==> config.mk <==
export PLATFORM = sky130hd
export DESIGN_NAME = ascii_add_seq
export DESIGN_NICKNAME = d
export VERILOG_FILES = /design/src/rtl/ascii_add_pkg.sv /design/src/rtl/bcd_digit_add.sv /design/src/rtl/ascii_add_seq.sv
export SDC_FILE = /design/constraint.sdc
export NUM_CORES = 1
export LEC_CHECK = 0
export CORE_ASPECT_RATIO = 1.1
export CORE_MARGIN = 10
export CORE_UTILIZATION = 40
export CTS_CLUSTER_DIAMETER = 120
export CTS_CLUSTER_SIZE = 40
export DETAILED_ROUTE_END_ITERATION = 8
export PLACE_DENSITY = 0.6
export SYNTH_ARGS = -nofsm -noshare
export SYNTH_HDL_FRONTEND = slang
export SYNTH_HIERARCHICAL = 1
export SYNTH_SLANG_ARGS = --single-unit
==> constraint.sdc <==
create_clock -name clk -period 8.05 [get_ports clk]
set_input_delay 1.2075 -clock clk [delete_from_list [all_inputs] [get_ports clk]]
set_output_delay 1.2075 -clock clk [all_outputs]
set_load 0.01 [all_outputs]
==> src/rtl/ascii_add_pkg.sv <==
// ============================================================================
// ascii_add_pkg : shared constants, types and helpers for the ASCII BCD adder
// Rev 1.0
// ============================================================================
`default_nettype none

package ascii_add_pkg;

  localparam logic [7:0] ASCII_ZERO = 8'h30;
  localparam logic [7:0] ASCII_NINE = 8'h39;

  typedef logic [3:0] bcd_digit_t;

  typedef enum logic [2:0] {
    LOAD_A = 3'd0,
    LOAD_B = 3'd1,
    ADD    = 3'd2,
    EMIT   = 3'd3,
    DRAIN  = 3'd4
  } state_t;

  function automatic logic is_ascii_digit(input logic [7:0] b);
    return (b >= ASCII_ZERO) && (b <= ASCII_NINE);
  endfunction

endpackage

`default_nettype wire

==> src/rtl/bcd_digit_add.sv <==
// ============================================================================
// bcd_digit_add : combinational single-digit BCD adder with carry in/out
// Rev 1.0
// ============================================================================
`default_nettype none

module bcd_digit_add
  import ascii_add_pkg::*;
(
  input  bcd_digit_t a,
  input  bcd_digit_t b,
  input  logic       cin,
  output bcd_digit_t s,
  output logic       cout
);

  logic [4:0] w_bin;

  always_comb begin
    w_bin = {1'b0, a} + {1'b0, b} + {4'b0000, cin};
    if (w_bin > 5'd9) begin
      // 4-bit wraparound of +6 yields the corrected decimal digit
      s    = w_bin[3:0] + 4'd6;
      cout = 1'b1;
    end else begin
      s    = w_bin[3:0];
      cout = 1'b0;
    end
  end

endmodule

`default_nettype wire

==> src/rtl/ascii_add_seq.sv <==
// ============================================================================
// ascii_add_seq : loads two ASCII decimal operands, adds them digit-serially
//                 and streams the ASCII sum MSD first without leading zeros
// Rev 1.0
// ============================================================================
`default_nettype none

module ascii_add_seq
  import ascii_add_pkg::*;
#(
  parameter int MAX_DIGITS = 4
) (
  input  logic       clk,
  input  logic       rst_n,
  input  logic [7:0] in_data,
  input  logic       in_valid,
  input  logic       in_last,
  output logic       in_ready,
  output logic [7:0] out_data,
  output logic       out_valid,
  output logic       out_last,
  input  logic       out_ready,
  output logic       err,
  output logic       busy
);

  localparam int DW = 4 * MAX_DIGITS;
  localparam int RW = 4 * (MAX_DIGITS + 1);
  localparam int PW = $clog2(MAX_DIGITS + 1);

  state_t         r_state;
  state_t         w_next;

  logic [DW-1:0]  r_a;
  logic [DW-1:0]  r_b;
  logic [RW-1:0]  r_res;
  logic [PW-1:0]  r_cnt_a;
  logic [PW-1:0]  r_cnt_b;
  logic [PW-1:0]  r_idx;
  logic [PW-1:0]  r_ptr;
  logic           r_carry;
  logic           r_drain_two;
  logic           r_err;
  logic           r_out_valid;
  logic           r_out_last;
  logic [7:0]     r_out_data;

  logic           w_in_xfer;
  logic           w_out_xfer;
  logic           w_bad;
  logic           w_enter_load_a;
  logic [PW-1:0]  w_start_ptr;
  logic [PW-1:0]  w_prev_ptr;
  bcd_digit_t     w_start_dig;
  bcd_digit_t     w_prev_dig;
  bcd_digit_t     w_dig_a;
  bcd_digit_t     w_dig_b;
  bcd_digit_t     w_sum;
  logic           w_cout;

  assign in_ready   = (r_state == LOAD_A) || (r_state == LOAD_B) || (r_state == DRAIN);
  assign busy       = (r_state != LOAD_A);
  assign err        = r_err;
  assign out_data   = r_out_data;
  assign out_valid  = r_out_valid;
  assign out_last   = r_out_last;

  assign w_in_xfer  = in_valid && in_ready;
  assign w_out_xfer = r_out_valid && out_ready;

  assign w_dig_a    = r_a[4*r_idx +: 4];
  assign w_dig_b    = r_b[4*r_idx +: 4];

  bcd_digit_add u_bcd_digit_add (
    .a    (w_dig_a),
    .b    (w_dig_b),
    .cin  (r_carry),
    .s    (w_sum),
    .cout (w_cout)
  );

  // Highest nonzero result digit; stays at 0 for an all-zero result
  always_comb begin
    w_start_ptr = '0;
    for (int k = 0; k <= MAX_DIGITS; k++) begin
      if (r_res[4*k +: 4] != 4'd0) begin
        w_start_ptr = PW'(k);
      end
    end
  end

  assign w_prev_ptr  = r_ptr - PW'(1);
  assign w_start_dig = r_res[4*w_start_ptr +: 4];
  assign w_prev_dig  = r_res[4*w_prev_ptr +: 4];

  always_comb begin
    w_bad = 1'b0;
    if (!is_ascii_digit(in_data)) begin
      w_bad = 1'b1;
    end else if ((r_state == LOAD_A) && (r_cnt_a == PW'(MAX_DIGITS))) begin
      w_bad = 1'b1;
    end else if ((r_state == LOAD_B) && (r_cnt_b == PW'(MAX_DIGITS))) begin
      w_bad = 1'b1;
    end
  end

  always_ff @(posedge clk or negedge rst_n) begin
    if (!rst_n) begin
      r_state <= LOAD_A;
    end else begin
      r_state <= w_next;
    end
  end

  always_comb begin
    w_next = r_state;
    case (r_state)
      LOAD_A: begin
        if (w_in_xfer) begin
          if (w_bad) begin
            w_next = DRAIN;
          end else if (in_last) begin
            w_next = LOAD_B;
          end
        end
      end
      LOAD_B: begin
        if (w_in_xfer) begin
          if (w_bad) begin
            w_next = in_last ? LOAD_A : DRAIN;
          end else if (in_last) begin
            w_next = ADD;
          end
        end
      end
      ADD: begin
        if (r_idx == PW'(MAX_DIGITS - 1)) begin
          w_next = EMIT;
        end
      end
      EMIT: begin
        if (w_out_xfer && r_out_last) begin
          w_next = LOAD_A;
        end
      end
      DRAIN: begin
        if (w_in_xfer && in_last && !r_drain_two) begin
          w_next = LOAD_A;
        end
      end
      default: w_next = LOAD_A;
    endcase
  end

  assign w_enter_load_a = (w_next == LOAD_A) && (r_state != LOAD_A);

  always_ff @(posedge clk or negedge rst_n) begin
    if (!rst_n) begin
      r_a         <= '0;
      r_b         <= '0;
      r_res       <= '0;
      r_cnt_a     <= '0;
      r_cnt_b     <= '0;
      r_idx       <= '0;
      r_ptr       <= '0;
      r_carry     <= 1'b0;
      r_drain_two <= 1'b0;
      r_err       <= 1'b0;
      r_out_valid <= 1'b0;
      r_out_last  <= 1'b0;
      r_out_data  <= ASCII_ZERO;
    end else begin
      r_err <= 1'b0;
      case (r_state)
        LOAD_A: begin
          if (w_in_xfer) begin
            if (w_bad) begin
              r_err       <= 1'b1;
              // An error byte carrying in_last already terminated operand A
              r_drain_two <= !in_last;
            end else begin
              r_a     <= {r_a[DW-5:0], in_data[3:0]};
              r_cnt_a <= r_cnt_a + PW'(1);
            end
          end
        end
        LOAD_B: begin
          if (w_in_xfer) begin
            if (w_bad) begin
              r_err       <= 1'b1;
              r_drain_two <= 1'b0;
            end else begin
              r_b     <= {r_b[DW-5:0], in_data[3:0]};
              r_cnt_b <= r_cnt_b + PW'(1);
              if (in_last) begin
                r_idx   <= '0;
                r_carry <= 1'b0;
              end
            end
          end
        end
        ADD: begin
          r_res[4*r_idx +: 4] <= w_sum;
          r_carry             <= w_cout;
          r_idx               <= r_idx + PW'(1);
          if (r_idx == PW'(MAX_DIGITS - 1)) begin
            r_res[RW-1 -: 4] <= {3'b000, w_cout};
          end
        end
        EMIT: begin
          if (!r_out_valid) begin
            r_ptr       <= w_start_ptr;
            r_out_data  <= {4'h3, w_start_dig};
            r_out_last  <= (w_start_ptr == '0);
            r_out_valid <= 1'b1;
          end else if (w_out_xfer) begin
            if (r_out_last) begin
              r_out_valid <= 1'b0;
              r_out_last  <= 1'b0;
              r_out_data  <= ASCII_ZERO;
            end else begin
              r_ptr      <= w_prev_ptr;
              r_out_data <= {4'h3, w_prev_dig};
              r_out_last <= (w_prev_ptr == '0);
            end
          end
        end
        DRAIN: begin
          if (w_in_xfer && in_last) begin
            r_drain_two <= 1'b0;
          end
        end
        default: ;
      endcase

      if (w_enter_load_a) begin
        r_a     <= '0;
        r_b     <= '0;
        r_res   <= '0;
        r_cnt_a <= '0;
        r_cnt_b <= '0;
      end
    end
  end

endmodule

`default_nettype wire

# After elaboration in Yosys (flattened, before gate mapping)
# Index checks and enable logic that the tools add are counted.
# word_totals
word_cells,152
ff_bits,80
in_bits,13
# classes
n_eq_ne,17
addsub,8
shift,6
n_lt_le_gt_ge,3
reduce_logical,35
muxes,69
# ops
operator,count
two-way mux 16 bit,8
two-way mux 3 bit,25
two-way mux 20 bit,2
indexed part select 20 x 6 -> 4 bit,2
negation 5 -> 34 bit,1
"variable shift 4 x 34 -> 20 bit, first input constant",1
indexed part select 4 x 34 -> 20 bit,1
indexed part select 16 x 6 -> 4 bit,2
two-way mux 1 bit,22
bitwise mux 20 bit,1
two-way mux 8 bit,2
nonzero test 4 bit,4
one-hot mux 3 bit (5 select lines),1
"!= test 2 bit, second input constant",7
logical NOT 3 bit,4
two-way mux 4 bit,3
nonzero test 2 bit,5
"adder 3 x 1 -> 3 bit, second input constant",3
"== test 3 x 2 -> 1 bit, second input constant",3
"== test 3 bit, second input constant",3
logical AND 1 bit,9
AND reduction 3 bit,3
">= comparator 8 x 6 -> 1 bit, second input constant",1
"<= comparator 8 x 6 -> 1 bit, second input constant",1
other kinds (18),24

# Longest topological paths before layout
# Gate-level depths: netlist (run 1).
# logic_depth
depth_word,12
depth_mapped,13
mapped_depth_nobuf,12

# Hierarchy
# Netlist (run 1), hierarchy kept.
# by_module_without_submodules
module,instances,area_each_um2,seq_area_each_um2,cells_each
ascii_add_seq,1,4423.0,1901.8,439
bcd_digit_add,1,211.5,0.0,22

# Worst setup path after synthesis (run 1)
# OpenSTA, ideal clock, no wires.
# synth_timing
kind,register to register
startpoint,reg r_idx[0]
endpoint,reg r_res[18]
n_path_buf,1
setup_ns,0.071
path_slack_ns,4.032
t_arrival_ns,3.947
path_stages_with_launch,14
path_cell_list,dfrtp_1 buf_1 mux4_2 and2_1 fa_1 fa_1 xnor2_1 ha_1 a31o_1 o31ai_4 mux2i_1 a22oi_1 a2bb2oi_1 nor2_1
# synth_via
elab_chain_len,10
word_cells_on_any_way,20
# synth_rtl
item,line_no,source
start: declaration,ascii_add_seq.sv:39,logic [PW-1:0] r_idx;
start signal: assignment,ascii_add_seq.sv:205,r_idx <= r_idx + PW'(1);
indexed part select 16 x 6 -> 4 bit (*),ascii_add_seq.sv:71,assign w_dig_a = r_a[4*r_idx +: 4];
via w_dig_a[0],ascii_add_seq.sv:56,bcd_digit_t w_dig_a;
adder 4 x 4 -> 5 bit (*),bcd_digit_add.sv:20,"w_bin = {1'b0, a} + {1'b0, b} + {4'b0000, cin};"
adder 5 x 1 -> 5 bit (*),bcd_digit_add.sv:20,
adder 4 x 3 -> 4 bit or greater-than comparator 5 x 4 -> 1 bit (tied branches),"bcd_digit_add.sv:23, bcd_digit_add.sv:21",
two-way mux 4 bit (*),bcd_digit_add.sv:21,if (w_bin > 5'd9) begin
via w_sum[2],ascii_add_seq.sv:58,bcd_digit_t w_sum;
indexed part select 4 x 34 -> 20 bit (*),ascii_add_seq.sv:203,r_res[4*r_idx +: 4] <= w_sum;
bitwise mux 20 bit (*),ascii_add_seq.sv:203,
two-way mux 4 bit (*),ascii_add_seq.sv:206,if (r_idx == PW'(MAX_DIGITS - 1)) begin
two-way mux 20 bit (*),ascii_add_seq.sv:174,case (r_state)
two-way mux 20 bit (*),ascii_add_seq.sv:236,if (w_enter_load_a) begin
end signal: indexed assignment,ascii_add_seq.sv:203,
end signal: indexed assignment,ascii_add_seq.sv:207,"r_res[RW-1 -: 4] <= {3'b000, w_cout};"
end: declaration,ascii_add_seq.sv:36,logic [RW-1:0] r_res;
# The timed path passes the listed nets; every way through them passes the cells marked *. The select of a mux whose other input is x is not followed.
# A chain may end at the register's enable or synchronous reset.

# Final worst setup path (run 1)
# Ends and elaborated chain as after synthesis.

==> run metrics, run 1 <==
status=completed; synth cell count leaders=76 x dfrtp_1, 50 x nor2_1, 41 x nand2_1; HPWL after DPL=7720 µm; Setup WS post-layout=3800 ps; Synth area leader=dfrtp_1; PwrDens=197 nW/µm²; initial cell density of the core=40.7%; Final Slew Violations=0; internal power=716 µW; Synth Register Bits=76; WS Path Type=reg -> reg; Routed Antenna Nets=0; MaxCap Viol Count=0; Yosys warning count=6; final setup vio count=0; EDFF count, synth=0; register area share after synthesis=41.0%; number of global-route vias before repair=3565; top-level I/O count=26; reg2reg end=r_res[18]; sw frac=30.1%; postcts setup bufs=0; clock sinks=76; ranking of synthesized cells by area=dfrtp_1 41%, mux2i_1 6.7%, mux4_2 5.8%; Async SR Flop Fraction=100%; die width=123 µm; residual DRC count=0; Cell Area, Synth=4630 µm²; First DRT Iteration DRCs=208; Flop pwr share=42.5%; gr usage total=13.5%; Hold Path Class=reg -> reg; worst hold slack=522 ps; reg2reg start=r_idx[0]; crit-path cells=mux4_2, and2_1, fa_1, fa_1, xnor2_1, ha_1, a31o_1, o31ai_4, mux2i_1, a22oi_1, a2bb2oi_1, nor2_1; DRT Wirelength=10700 µm; Detailed Routing Iterations Pass 1=4; core area=11400 µm²; setup TNS=0 ps; Clock power frac=40.1%; Die H=133 µm; worst endpoint required time=8310 ps; layout cells sized above 1=10.9%; Tcrit/Tclk final=52.7%; syn avg cell area=10.1 µm²; highest cell delay on the worst timing path=750 ps; Worst Max-Slew Pin Slew=1150 ps; global-route wire length before repair=18000 µm; CP max-delay cell=dfrtp_1; number of hold buffers added after cts=0; Post-Place Worst Slack=3750 ps; leak pwr=0.00216 µW; nets=499; count leader, synth=dfrtp_1; CTS resizes=0; Die ar.=16300 µm²; r2r setup slk=3800 ps; initial antenna violation count=0; Crit. End Element=flip-flop; crit path max fanout=14; RSZ-0062 raised after global routing=false; total congestion overflow=0; total CTS buffers=9; crit path from=r_idx[0]; Synth top area share=41.0%; Routed wire per std cell=17.1 µm; Final min period=4250 ps; Port Buffers=21; worst hold path cell count=2; Reg clk slew, reported paths=60 ps; Antenna diodes=0; maximum clock insertion buffer count=2; clock tree root driver cell=clkbuf_16; Max IR drop VDD=0.000164 V; layout filler cell count=1101; cell count after synthesis=461; fmax=236 MHz; via count=3531; RD Place Congestion=0.846; CP Launch Type=flip-flop; top_reg_cell synth=dfrtp_1; Layout area overhead=12.3%; combinational share of power=17.4%; # rows=41; Pwr Total=1020 µW; Setup crit end=r_res[18]; Sw Pwr=308 µW; hold violation count in the final report=0; post-DR vias/cell=5.65; Clk Latency, worst-skew pair=340 ps; number of H-tree levels=3; Netlist cell types=72; skew final=5.68 ps; CP arrival=4510 ps; most used cell, CP=fa_1; CTS tree=yes; largest net degree at the start of global routing=77; r2r worst-path depth=12; relative slew slack=23.0%
==> registers in the layout (all words and copies together), names as in the netlist <==
signal and count:
r_b 16, r_cnt_b 3, out_last 1, r_idx 3, out_data 4, err 1, r_a 16, r_cnt_a 3
r_carry 1, r_drain_two 1, out_valid 1, r_ptr 3, r_res 20, r_state 3
==> metal layers <==
| metal | GRT usage (%) | part of all wire, % | up-vias |
|---|---|---|---|
| li1 | - | - | 1677 |
| met1 | 15.9 | 43 | 1731 |
| met2 | 23.2 | 49 | 102 |
| met3 | 2.89 | 5.1 | 21 |
| met4 | 5.50 | 2.4 | 0 |
| met5 | 0 | 0 | - |
==> how the worst min path moves through the flow <==
stage                 start  endpoint  slack, ps
floorplan           r_a[12]   r_a[12]        480
detailed placement  r_b[14]   r_b[14]        510
global placement    r_a[15]   r_a[15]        500
CTS                 r_b[14]   r_b[14]        520
global route        r_b[15]   r_b[15]        530
finish              r_b[14]   r_b[14]        520
==> power by group through the flow <==
stage | clock (µW) | combinational, µW | sequential (µW)
final | 411 | 178 | 435
after global routing | 433 | 198 | 439
after floorplan | 0 | 147 | 422
after detailed placement | 0 | 181 | 442
after CTS | 416 | 182 | 435
after global placement | 0 | 176 | 441
==> cell type report <==
type / count / area (µm²) / area share, %
Sequential cell: 76 / 1900 / 36.5
Tap cell: 150 / 188 / 3.60
Timing Repair Buffer: 23 / 223 / 4.28
Inverter: 23 / 86.3 / 1.66
Clock inverter: 6 / 63.8 / 1.23
Clock buffer: 10 / 239 / 4.59
Multi-Input combinational cell: 337 / 2500 / 48.1
==> layout by cell type, fill, tap and decap left out, types with 3 or more instances in the layout <==
cell type and instances:
nand4_1 4, o21ai_0 14, o21bai_1 3, nand2b_1 3, nor2_1 50, a21oi_1 27, mux4_2 12, a32oi_1 4
xnor2_1 6, a221oi_1 3, and2_1 11, dfrtp_1 76, a31oi_1 7, nand3_1 10, or4_1 3, nor2b_1 9
nor3b_1 3, clkbuf_16 9, nor4_1 4, ha_1 14, mux2i_1 31, buf_4 3, conb_1 4, o2bb2ai_1 5
inv_1 23, nand2_1 41, a22oi_1 13, a2bb2oi_1 3, nor3_1 3, clkdlybuf4s50_1 20
==> critical path, delay by kind of cell, from the launching register on <==
| family | cells | cell delay [ps] |
|---|---|---|
| simple gates | 2 | 260 |
| mux | 2 | 1020 |
| flops | 1 | 750 |
| fa+ha+maj | 3 | 1120 |
| xor+xnor | 1 | 180 |
| compound gates | 4 | 840 |
==> cells by family (layout without fill, tap and decap cells) <==
group | after synthesis | after routing | synth area share, %
flip-flops | 76 | 76 | 41.0
XOR/XNOR | 7 | 7 | 1.32
AO/OA/AOI/OAI | 103 | 103 | 16.1
other | 2 | 4 | 0.162
AND/OR/NAND/NOR | 163 | 163 | 18.9
adder cells (fa/ha/maj) | 16 | 16 | 4.64
buffers and inverters | 50 | 62 | 5.08
multiplexers | 44 | 44 | 12.8
==> stage by stage <==
step                std cells  utilization, %  instance area, µm²
floorplan                 463               -                4640
global placement          609            43.1                4900
detailed placement        609            43.1                4900
CTS                       625            45.7                5210
global route              625            45.7                5210
finish                    625            45.7                5210
Note: power is estimated with default switching activity, not from simulation.
==> run 2, diff against run 1 <==
- clock period: 8.05 -> 4 ns (I/O delays scaled with it)
==> run 2 against run 1 <==
Count of clock-buffer cells in the layout unchanged. Critical endpoint is now r_res[19]. Largest power group unchanged. Largest cell class unchanged. Worst setup slack worse by 3600 ps. Via count up 1.2%. Flip-flop and latch count unchanged. Wire length up 0.96%.
==> run metrics, run 2 (synthesis gave the netlist of run 1 again) <==
total CTS buffers=9 (unchanged); Die H=133 µm (unchanged); worst endpoint required time=4200 ps (-4110 ps); Die ar.=16300 µm² (unchanged); Post-Place Worst Slack=134 ps (-3620 ps); maximum clock insertion buffer count=2 (unchanged); max FFs per register=20 (unchanged); clock sinks=76 (unchanged); Antenna diodes=0 (unchanged); initial antenna violation count=0 (unchanged); relative slew slack=34.6% (+12 points); total congestion overflow=0 (unchanged); core area=11400 µm² (unchanged); Final min period=3770 ps (-479 ps); Final Slew Violations=0 (unchanged); status=completed; nets=505 (+1.2%); top-level I/O count=26 (unchanged); CTS tree=yes; initial cell density of the core=40.7% (unchanged); gr usage total=13.7% (+0.18 points); Port Buffers=21 (unchanged); skew final=11.4 ps (+5.74 ps); CP max-delay cell=mux4_2; Routed Antenna Nets=0 (unchanged); fmax=265 MHz (+13%); number of global-route vias before repair=3588 (+0.65%); Crit. End Element=flip-flop; Routed wire per std cell=17.1 µm (about the same); CP Launch Type=flip-flop; highest cell delay on the worst timing path=500 ps (-250 ps); most frequent cells in the layout=75 x dfrtp_1, 50 x nor2_1, 41 x nand2_1; layout filler cell count=1085 (-1.5%); largest net degree at the start of global routing=77 (unchanged); setup TNS=0 ps (unchanged); most used cell, CP=fa_1; Worst Path Buf+Inv=0 (unchanged); final setup vio count=0 (unchanged); crit path max fanout=5 (-9); Clk Latency, worst-skew pair=340 ps (about the same); Tcrit/Tclk final=94.2% (+41 points); Top Registers=r_res (20), r_a (16), r_b (16); most common cell after layout, fill and taps aside=dfrtp_1; worst hold slack=413 ps (-110 ps); HPWL after DPL=7790 µm (+0.81%); Setup WS post-layout=232 ps (-3570 ps); Layout area overhead=12.9%; Reg clk slew, reported paths=60 ps (about the same); DRT Wirelength=10800 µm (+0.96%); layout cells sized above 1=12.3% (+1.3 points); Worst Max-Slew Pin Slew=980 ps (-169 ps); residual DRC count=0 (unchanged); critical path's top delay family=adder cells; # rows=41 (unchanged); placed cell areas=4950 µm² (+0.92%); Design Area, Final=5230 µm² (+0.53%); PwrDens=382 nW/µm² (+94%); post-DR vias/cell=5.66 (+0.26%); RD Place Congestion=0.836 (-1.2%); number of hold buffers added after cts=0 (unchanged); die width=123 µm (unchanged); RSZ-0062 raised after global routing=false; postcts setup bufs=0 (unchanged); hold violation count in the final report=0 (unchanged); MaxCap Viol Count=0 (unchanged); crit-path cells=mux4_2, and2_1, fa_1, fa_1, xnor2_1, ha_1, a31o_1, a2111oi_1, nor2b_1, a22oi_1, a2bb2oi_1, nor2_1; Hold Path Class=in -> async; Detailed Routing Iterations Pass 1=4 (unchanged); clock tree root driver cell=clkbuf_16; global-route wire length before repair=18200 µm (+1.4%); Final Util=46.0% (+0.24 points); WS Path Type=reg -> reg; via count=3574 (+1.2%); First DRT Iteration DRCs=281 (+35%); leak pwr=0.00217 µW (+0.53%); CP arrival=3970 ps (-540 ps); Largest Register=r_res; number of H-tree levels=3 (unchanged); Max IR drop VDD=0.000254 V (+55%)
==> run 2: what timing repair did <==
action | in CTS | in global routing
resized for setup | 0 | 4
setup endpoints to repair | 0 | 3
hold endpoints to repair | 0 | 0
==> run 2: path summary, 6_finish.rpt <==
check | slack (ps) | to | depth (start not counted) | from
max in group asynchronous | 2890 | r_idx[0] | 1 | rst_n
worst max register to register | 230 | r_res[19] | 12 | r_idx[0]
worst min-delay path | 410 | out_last | 1 | rst_n
worst min register to register | 520 | r_a[15] | 2 | r_a[15]
worst max-delay path | 230 | r_res[19] | 12 | r_idx[0]
min in group clk | 520 | r_a[15] | 2 | r_a[15]
==> run 2: power by group <==
group          switching, µW  internal, µW  total (µW)
clock network            331           419         750
registers               60.9           806         867
logic                    235           145         380
total                    627          1370        2000
==> run 2: layer usage <==
layer / part of all wire [%] / vias to the layer above / global-route usage, %
met5: 0 / - / 0
met4: 2.5 / 0 / 4.78
met3: 4.8 / 19 / 3.32
met2: 48 / 89 / 22.0
met1: 45 / 1776 / 17.5
li1: - / 1690 / -
==> run 2: worst register-to-register path: cells and delay by family, from the launching register on <==
kind	cells	cell delay, ps
adders and majority gates	3	1130
AOI/OAI and AO/OA	4	980
muxes	1	500
DFF	1	410
and+or+nand+nor	3	390
xor gates and xnor gates	1	210
==> run 2: cell type report <==
cell class,count,area (µm²),share of cell area (%)
multi-input cells,337,2520,48.1
flip-flops and latches,76,1900,36.4
repair buffers,29,268,5.12
clock buffers,10,229,4.37
well taps,150,188,3.59
inverters,23,86.3,1.65
clock inverters,6,41.3,0.789
==> run 2: through the flow <==
stage                     cells  power (µW)
after CTS                   631        2020
after global routing        631        2090
final                       631        2000
after detailed placement    615        1260
after global placement      615        1250
after floorplan             463        1150
